==> src/rtl/pipelined_adder.sv <==
// Pipelined WIDTH-bit add/subtract with valid/ready handshake, CHUNK bits per stage.
// Define PIPE_ADDER_SAT_EN for signed saturation of D on overflow (default: wrap).
module pipelined_adder #(
    parameter int unsigned WIDTH = 16,
    parameter int unsigned CHUNK = 4
) (
    input  logic             Clk,
    input  logic             Reset_n,
    input  logic [WIDTH-1:0] A,
    input  logic [WIDTH-1:0] B,
    input  logic             CarryIn,
    input  logic             Sub,
    input  logic             InValid,
    output logic             InReady,
    output logic [WIDTH-1:0] D,
    output logic             CarryOut,
    output logic             Overflow,
    output logic             OutValid,
    input  logic             OutReady
);
    localparam int unsigned STAGES = WIDTH / CHUNK;
    localparam int unsigned MSB    = WIDTH - 1;

    logic [WIDTH-1:0]  a_q   [STAGES];
    logic [WIDTH-1:0]  a_d   [STAGES];
    logic [WIDTH-1:0]  bx_q  [STAGES];
    logic [WIDTH-1:0]  bx_d  [STAGES];
    logic [WIDTH-1:0]  sum_q [STAGES];
    logic [WIDTH-1:0]  sum_d [STAGES];
    logic [STAGES-1:0] valid_q, valid_d;
    logic [STAGES-1:0] carry_q, carry_d;
    logic              ovf_q, ovf_d;

    logic [WIDTH-1:0]  a_src   [STAGES];
    logic [WIDTH-1:0]  bx_src  [STAGES];
    logic [WIDTH-1:0]  sum_src [STAGES];
    logic [STAGES-1:0] cin_src;
    logic [CHUNK:0]    chunk_sum;
    logic              adv;

    assign adv      = !valid_q[STAGES-1] || OutReady;
    assign InReady  = adv;
    assign OutValid = valid_q[STAGES-1];
    assign D        = sum_q[STAGES-1];
    assign CarryOut = carry_q[STAGES-1];
    assign Overflow = ovf_q;

    // Whole operand words travel with each beat; stage k only consumes chunk k,
    // so the untouched upper chunks form the input skew and the filled-in lower
    // chunks of sum form the output deskew.
    always_comb begin
        a_src[0]   = A;
        bx_src[0]  = Sub ? ~B : B;
        cin_src[0] = CarryIn ^ Sub;
        sum_src[0] = '0;
        valid_d[0] = InValid;
        for (int unsigned k = 1; k < STAGES; k++) begin
            a_src[k]   = a_q[k-1];
            bx_src[k]  = bx_q[k-1];
            cin_src[k] = carry_q[k-1];
            sum_src[k] = sum_q[k-1];
            valid_d[k] = valid_q[k-1];
        end

        chunk_sum = '0;
        for (int unsigned k = 0; k < STAGES; k++) begin
            chunk_sum = {1'b0, a_src[k][k*CHUNK +: CHUNK]}
                      + {1'b0, bx_src[k][k*CHUNK +: CHUNK]}
                      + {{CHUNK{1'b0}}, cin_src[k]};
            a_d[k]    = a_src[k];
            bx_d[k]   = bx_src[k];
            sum_d[k]  = sum_src[k];
            sum_d[k][k*CHUNK +: CHUNK] = chunk_sum[CHUNK-1:0];
            carry_d[k] = chunk_sum[CHUNK];
        end

        // Carry into the MSB is recovered from the MSB sum bit and its operands.
        ovf_d = sum_d[STAGES-1][MSB] ^ a_d[STAGES-1][MSB]
              ^ bx_d[STAGES-1][MSB] ^ carry_d[STAGES-1];

`ifdef PIPE_ADDER_SAT_EN
        if (ovf_d) begin
            sum_d[STAGES-1] = a_d[STAGES-1][MSB] ? {1'b1, {(WIDTH-1){1'b0}}}
                                                 : {1'b0, {(WIDTH-1){1'b1}}};
        end
`endif
    end

    always_ff @(posedge Clk) begin
        if (!Reset_n) begin
            for (int unsigned k = 0; k < STAGES; k++) begin
                a_q[k]   <= '0;
                bx_q[k]  <= '0;
                sum_q[k] <= '0;
            end
            valid_q <= '0;
            carry_q <= '0;
            ovf_q   <= 1'b0;
        end else if (adv) begin
            for (int unsigned k = 0; k < STAGES; k++) begin
                a_q[k]   <= a_d[k];
                bx_q[k]  <= bx_d[k];
                sum_q[k] <= sum_d[k];
            end
            valid_q <= valid_d;
            carry_q <= carry_d;
            ovf_q   <= ovf_d;
        end
    end

endmodule
==> config.mk <==
export PLATFORM = sky130hd
export DESIGN_NAME = pipelined_adder
export DESIGN_NICKNAME = d
export VERILOG_FILES = /design/src/rtl/pipelined_adder.sv
export SDC_FILE = /design/constraint.sdc
export NUM_CORES = 1
export LEC_CHECK = 0
export ABC_AREA = 1
export CAP_MARGIN = 20
export CORE_UTILIZATION = 42
export CTS_CLUSTER_DIAMETER = 40
export DETAILED_ROUTE_END_ITERATION = 8
export DONT_BUFFER_PORTS = 1
export SYNTH_ARGS = -nofsm -noshare
export SYNTH_HDL_FRONTEND = slang
export SYNTH_SLANG_ARGS = --single-unit
==> constraint.sdc <==
create_clock -name Clk -period 7.44 [get_ports Clk]
set_input_delay 1.488 -clock Clk [delete_from_list [all_inputs] [get_ports Clk]]
set_output_delay 1.488 -clock Clk [all_outputs]
set_load 0.01 [all_outputs]
=== Word level (Yosys, flattened, before mapping) ===
Memories as Yosys holds them, arrays and structs flattened.
Index checks and enable logic that the tools add are counted.

* Latch bits: 0
* Register bits after elaboration: 9
* Bits in writable memories: 192
* ROM bits: 0
* Input port bits: 38
* Memories: 3

{| class="wikitable"
|+ Memories
! memory !! depth !! bits a word !! read ports !! clocked after Yosys merged registers in !! write ports !! line !! RTL
|-
| a_q || 4 || 16 || 3 || 0 || 4 || 24 || <nowiki>logic [WIDTH-1:0] a_q [STAGES];</nowiki>
|-
| bx_q || 4 || 16 || 3 || 0 || 4 || 26 || <nowiki>logic [WIDTH-1:0] bx_q [STAGES];</nowiki>
|-
| sum_q || 4 || 16 || 4 || 0 || 4 || 28 || <nowiki>logic [WIDTH-1:0] sum_q [STAGES];</nowiki>
|}

* Equal/unequal tests: 0
* Multipliers: 0
* Reduce and logical (&&, ||, !) cells: 2
* Multiplexer cells: 17
* Add/sub/neg operators: 8
* Bitwise operators: 17
* Magnitude comparators: 0
* Shift operators: 0
* Divide/modulo/power cells: 0

{| class="wikitable"
|+ Operators by type and width
! operator !! count
|-
| 16-bit two-way mux || 13
|-
| 4-bit by 4-bit adder with 5-bit output || 4
|-
| 5-bit by 1-bit adder with 5-bit output || 4
|-
| 16-bit NOT || 1
|-
| 1-bit OR || 12
|-
| 1-bit two-way mux || 4
|-
| 1-bit XOR || 4
|-
| 1-bit zero test || 1
|-
| 1-bit logical OR || 1
|}

=== Logic depth before layout (Yosys ltp) ===
Gate-level depths: netlist of run 1.

* Depth in word-level cells: 6
* Depth in mapped cells: 9
* Gate-level depth less buffers: 9

=== Worst setup path after synthesis of run 1 ===
Ideal clock, no wire load.

* Kind: in2reg
* Start point: in OutReady
* End point: reg carry_q[3]
* Cell stages on the path: 4
* Arrival time: 4.151 ns
* Required time: 7.323 ns
* Setup slack: 3.172 ns
* Path buffers: 0
* Library setup time: 0.117 ns
* Cells stage by stage: nor2_4 -> nand2_1 -> inv_1 -> a22o_1

* Cells in the longest elaborated chain, start to end: 1

{| class="wikitable"
|+ Ends and longest elaborated chain
! item !! line !! RTL
|-
| start: declaration || 19 || <nowiki>input logic OutReady</nowiki>
|-
| 1-bit logical OR || 41 || <nowiki>assign adv = !valid_q[STAGES-1] || OutReady;</nowiki>
|-
| end signal: assignment || 106 || <nowiki>carry_q <= carry_d;</nowiki>
|-
| end: declaration || 31 || <nowiki>logic [STAGES-1:0] carry_q, carry_d;</nowiki>
|}

No other way between the ends.
A chain may end at the register's enable or synchronous reset.

=== Final worst setup path of run 1 ===
* Start point: in OutReady
* End point: out InReady

* Cells in the longest elaborated chain, start to end: 1

{| class="wikitable"
|+ Ends and longest elaborated chain
! item !! line !! RTL
|-
| 1-bit logical OR || 41 ||
|-
| end: declaration || 14 || <nowiki>output logic InReady,</nowiki>
|}

No other way between the ends.

==> flow_summary_export.csv, run 1 <==
group,metric,value,unit
global_route,grt_max_degree,70,
pwr,power.total,1.096,mW
cells_and_area,antenna_cells,0,
clock_tree,cts_tree,"yes",
timing,skew,15.27,ps
yosys,synth-adder-area-share,0.06735,
floorplan,initial_core_util,0.4403,
global_route,globalRouteTotalUtil,0.1251,
global_route,met2_usage,0.2263,
timing,max_slew_margin,0.3847,
global_route,grt_pass1_wl,10920,microns
worst_setup_path,crit_required,5950,ps
worst_setup_path,end_kind,"primary output",
worst_setup_path,r2r_end,"a_q[0][7]",
worst_setup_path,arrival,1810,ps
cells_and_area,final_util,0.4672,
route,wire_per_inst,12.00,microns
worst_setup_path,worstPathMaxFanout,4,
yosys,synth_xor_area_frac,0.03232,
timing,fin_crit,3294,ps
clock_tree,numCtsBuffers,9,
pwr,power.static_leakage,2.033,nW
global_route,overflow,0,
yosys,avgSynthCellArea,11.94,sq um
yosys,synth_top_area_share,0.5736,
clock_tree,clock_latency,360,ps
worst_setup_path,ff2ff_setup_slack,5070,ps
cells_and_area,drive_above_1_share,0.1349,
yosys,synthSimpleGateAreaFrac,0.1594,
route,wl,6347,microns
placement,dp.final_hpwl,4255,microns
outcome,outcome,"finished clean",
cells_and_area,syn_to_final_growth,6.111,%
clock_tree,cts_max_level,3,
worst_hold_path,hold_path.class,"reg2reg",
yosys,ys_async_sr_fraction,0,
floorplan,die_area,11390,sq um
worst_hold_path,whs_endpoint,"valid_q[2]",
worst_setup_path,crit_chain,"nor2_4 -> inv_1",
yosys,yosys-top-cells-count,"inv_1 (90), edfxtp_1 (88), nor2_1 (52)",
floorplan,die_w,106.7,microns
clock_tree,post-cts-setup-buffers,0,
yosys,synth_compound_area_frac,0.02852,
worst_hold_path,whs_path_depth,2,
global_route,use_met3,0.04316,
timing,slew_viol_final,0,
yosys,synth_top_area_cell,"edfxtp_1",
worst_setup_path,critical_path.max_stage_delay,200,ps
timing,hold_viol,0,
placement,place_ws,4009,ps
floorplan,rows,37,
global_route,grt_pass1_vias,2394,
timing,rsz0062_at_grt,"false",
timing,whs,476.3,ps
route,ant_nets,0,
yosys,synth-seq-cells,97,
yosys,syn-cell-area,4607,sq um
yosys,synth_fp_nets,444,
timing,final.setup.tns,0,ps
yosys,synth.most_common_cell,"inv_1",
pwr,ir_drop,0.09208,mV
pwr,power_density,224.1,nW/um^2
clock_tree,cts_buffer_depth,2,
worst_setup_path,crit_buf_inv,1,
yosys,ys_types,24,
yosys,synth_flop_cell,"edfxtp_1",
route,dr.pass1.iters,4,
floorplan,die_h,106.7,microns
clock_tree,cts_hold_buffers,0,
cells_and_area,multi_input_area,1333,sq um
worst_setup_path,crit_path_start_kind,"input pin",
timing,clock.fmax,303.6,MHz
worst_setup_path,cp_top_family,"simple AND/OR/NAND/NOR gates",
run,maxCapViolCount,0,
clock_tree,cts_resized,0,
route,via_per_inst,4.405,
worst_hold_path,min-delay-start,"valid_q[1]",
route,drc,0,
global_route,antenna_found_initial,0,
worst_setup_path,cp_slowest_cell,"nor2_4",
yosys,synth_mux_area_frac,0,
clock_tree,cts-root-buf,"clkbuf_8",
timing,tightest_slew,923.0,ps
clock_tree,clk_pin_slew_worst_paths,100,ps
global_route,busiest_layer,"met2",
worst_setup_path,critPathKind,"in2out",
yosys,synth_top_family_by_area,"simple AND/OR/NAND/NOR gates",
floorplan,core,10460,sq um
floorplan,ios,58,
yosys,ys_warn_count,0,
clock_tree,clock-sinks,97,
placement,gp_congestion,0.7766,
cells_and_area,regArea,2823,sq um
yosys,synth-edff-count,88,
yosys,synthCells,386,
timing,period_share,0.4428,
worst_setup_path,reg2reg_from,"valid_q[3]",
timing,fin_ws,4146,ps
worst_setup_path,reg2reg_depth,6,
timing,setup_viol,0,
route,drt_iter0_markers,119,
placement,io_buffers,0,
yosys,synth_area_leaders,"edfxtp_1 (57%), nor2_4 (7.6%), inv_1 (7.3%)",
cells_and_area,fillers,998,
yosys,seq_area_frac_synth,0.6127,
cells_and_area,fin_nets,446,
global_route,grt_util_met1,0.1379,
route,num_vias,2330,
## final cells by class
type / count / area share
Clock buffer: 9 / 0.02534
Clock inverter: 7 / 0.01561
Inverter: 92 / 0.07115
Multi-Input combinational cell: 186 / 0.2726
Sequential cell: 97 / 0.5774
Tap cell: 136 / 0.03481
Timing Repair Buffer: 2 / 0.003071
## layer usage
metal | wire length [microns] | part of all wire
met1 | 2647 | 0.42
met2 | 3384 | 0.53
met3 | 291 | 0.046
met4 | 24 | 0.0038
met5 | 0 | 0
## cells in the final DEF, fill, tap and decap left out, drive strengths merged
cell type,n
a21oi,11
clkinvlp,1
buf,2
edfxtp,88
nand3,12
bufinv,1
dfxtp,9
clkinv,2
clkbuf,9
xor2,5
xnor2,12
nor4,1
nand2,26
inv,95
o21ai,11
fa,8
o22ai,2
a22o,1
nor2,84
ha,12
nand4,1
## flip-flops by register name, summed over array words and instances (netlist names)
register and count:
bx_q 24, carry_q 4, sum_q 40, Overflow 1, valid_q 4, a_q 24
## per-stage QoR
step,cells,instance area (sq um)
6_report,529,4888
5_1_grt,529,4888
4_1_cts,529,4888
3_5_place_dp,513,4688
3_3_place_gp,513,4688
2_1_floorplan,386,4607
## where the power goes
group	switching, mW	internal, mW	leakage (nW)
sequential	0.0162	0.635	1.12
clock	0.187	0.159	0.102
combinational	0.0596	0.0388	0.813
## worst max-delay path by stage
stage,from,end,slack [ps],cells past startpoint
after floorplan,OutReady,carry_q[3],3170,4
after global placement,OutReady,sum_q[0][32],4090,5
after detailed placement,OutReady,a_q[0][15],4010,5
after CTS,OutReady,InReady,4140,2
after global routing,OutReady,InReady,4130,2
final,OutReady,InReady,4150,2
## kinds of logic (layout without fill, tap and decap cells)
| logic type | count (synthesis) | after routing |
|---|---|---|
| buf+inv | 103 | 110 |
| flops | 97 | 97 |
| simple gates | 124 | 124 |
| xor+xnor | 17 | 17 |
| compound gates | 25 | 25 |
| fa+ha+maj | 20 | 20 |
Power figures use the tool's default switching activity.
==> inputs of run 2 (changes only) <==
==> constraint.sdc (replaced) <==
create_clock -name Clk -period 2.9 [get_ports Clk]
set_input_delay 0.58 -clock Clk [delete_from_list [all_inputs] [get_ports Clk]]
set_output_delay 0.58 -clock Clk [all_outputs]
set_load 0.01 [all_outputs]
==> run 2 against run 1 <==
Net effect:
- setup slack worse by 3200 ps
- clock power is 150% higher
- critical path type is now reg2reg
- clock skew is 1.0 ps lower
- core utilization is 0.33 points higher
- largest power group unchanged
- first-iteration DRC count is 28% lower
- power grew to 2.5 times the previous value
- combinational power grew to 2.6 times the previous value
- cell area is 0.72% higher
==> flow_summary_export.csv, run 2 (synthesis results as in run 1) <==
group,metric,value,unit
clock_tree,cts_hold_buffers,0,
placement,gp_congestion,0.7575,
cells_and_area,drive_above_1_share,0.1342,
route,wl,6175,microns
timing,tightest_slew,517.9,ps
cells_and_area,syn_to_final_growth,6.871,%
pwr,power.total,2.789,mW
worst_setup_path,crit_required,3160,ps
pwr,power_density,566.4,nW/um^2
cells_and_area,largest-register,"sum_q",
clock_tree,cts_max_level,3,
route,ant_nets,0,
placement,dp.final_hpwl,4105,microns
floorplan,core,10460,sq um
placement,dpl.cell_count,515,
cells_and_area,largest_reg_flops,40,
worst_setup_path,reg2reg_from,"a_q[0][44]",
worst_setup_path,ff2ff_setup_slack,990,ps
worst_hold_path,whs_endpoint,"valid_q[0]",
timing,fin_ws,985.3,ps
worst_hold_path,whs_path_depth,2,
global_route,antenna_found_initial,0,
route,dr.pass1.iters,4,
timing,max_slew_margin,0.6544,
worst_hold_path,hold_path.class,"in2reg",
global_route,grt_pass1_vias,2362,
timing,slew_viol_final,0,
worst_setup_path,r2r_end,"Overflow",
timing,fin_crit,1915,ps
cells_and_area,final_util,0.4706,
worst_setup_path,crit_path_start_kind,"register",
worst_setup_path,crit_chain,"fa_1 -> fa_1 -> nand3_1 -> nand3_1 -> nand2_1 -> inv_1 -> nand2_1 -> nand3_1",
placement,io_buffers,0,
timing,clock.fmax,522.3,MHz
route,wire_per_inst,11.63,microns
clock_tree,cts-root-buf,"clkbuf_8",
worst_setup_path,end_kind,"register",
cells_and_area,reg_top3,"sum_q (40), a_q (24), bx_q (24)",
worst_hold_path,min-delay-start,"InValid",
route,drc,0,
route,num_vias,2373,
timing,skew,14.24,ps
worst_setup_path,critPathKind,"reg2reg",
global_route,grt_max_degree,43,
cells_and_area,final_cell_count_no_fill,531,
clock_tree,clock-sinks,97,
placement,place_ws,838.8,ps
worst_setup_path,cp_slowest_cell,"fa_1",
timing,rsz0062_at_grt,"false",
outcome,outcome,"finished clean",
clock_tree,cts_resized,0,
clock_tree,clock_latency,360,ps
worst_setup_path,critical_path.max_stage_delay,480,ps
floorplan,ios,58,
global_route,grt_pass1_wl,10780,microns
clock_tree,cts_tree,"yes",
run,maxCapViolCount,0,
pwr,power.static_leakage,2.044,nW
floorplan,initial_core_util,0.4403,
clock_tree,post-cts-setup-buffers,0,
worst_setup_path,path_common_cell,"nand3_1",
pwr,ir_drop,0.3491,mV
floorplan,die_w,106.7,microns
cells_and_area,layout_commonest_cell,"inv_1",
global_route,globalRouteTotalUtil,0.1242,
timing,period_share,0.6603,
clock_tree,clk_pin_slew_worst_paths,100,ps
cells_and_area,antenna_cells,0,
timing,setup_viol,0,
cells_and_area,fin_nets,448,
route,drt_iter0_markers,86,
route,via_per_inst,4.469,
cells_and_area,final_cell_mix,"inv_1 (90), edfxtp_1 (88), nor2_1 (52), nor2_4 (31), nand2_1 (25)",
cells_and_area,fillers,995,
global_route,overflow,0,
floorplan,die_h,106.7,microns
worst_setup_path,worstPathMaxFanout,3,
floorplan,die_area,11390,sq um
floorplan,rows,37,
clock_tree,cts_buffer_depth,2,
worst_setup_path,reg2reg_depth,8,
timing,hold_viol,0,
clock_tree,numCtsBuffers,9,
worst_setup_path,arrival,2170,ps
timing,final.setup.tns,0,ps
==> run 2: metrics by stage <==
stage	instance area [sq um]	hold slack, ps
after floorplan	4609	443.8
after global placement	4728	455.5
after detailed placement	4728	468.8
after CTS	4923	320.5
after global routing	4923	324.7
final	4923	335.3
==> run 2: worst max-delay path by stage <==
stage,startpoint,to,depth (start not counted)
after CTS,a_q[0][44],Overflow,8
final,a_q[0][44],Overflow,8
after detailed placement,Sub,sum_q[0][2],5
after global routing,a_q[0][44],Overflow,8
after global placement,Sub,sum_q[0][2],5
after floorplan,OutReady,carry_q[3],4
==> run 2: worst max-delay path: cells and delay by family, from the launching register on <==
kind	cells	cell delay, ps
buffers and inverters	1	40
adder cells (fa/ha/maj)	2	930
flip-flops	1	410
AND/OR/NAND/NOR	5	450
==> run 2: cell type report <==
cell class | count | area, sq um | area share
flip-flops and latches | 97 | 2823 | 0.5733
multi-input cells | 186 | 1333 | 0.2706
inverters | 92 | 347.8 | 0.07065
well taps | 136 | 170.2 | 0.03456
clock buffers | 10 | 127.6 | 0.02592
clock inverters | 6 | 67.56 | 0.01372
repair buffers | 4 | 55.05 | 0.01118
==> run 2: power by group <==
| group | leakage [nW] | internal (mW) | total [mW] | switching [mW] |
|---|---|---|---|---|
| logic | 0.831 | 0.104 | 0.256 | 0.152 |
| clock network | 0.0945 | 0.402 | 0.864 | 0.462 |
| registers | 1.12 | 1.63 | 1.67 | 0.0391 |
==> run 2: routing by layer <==
metal / GRT usage / wire [microns] / vias to the layer above
li1: - / - / 1215
met1: 0.1396 / 2659 / 1094
met2: 0.2189 / 3125 / 53
met3: 0.03891 / 262 / 11
met4: 0.04795 / 127 / 0
met5: 0 / 0 / -
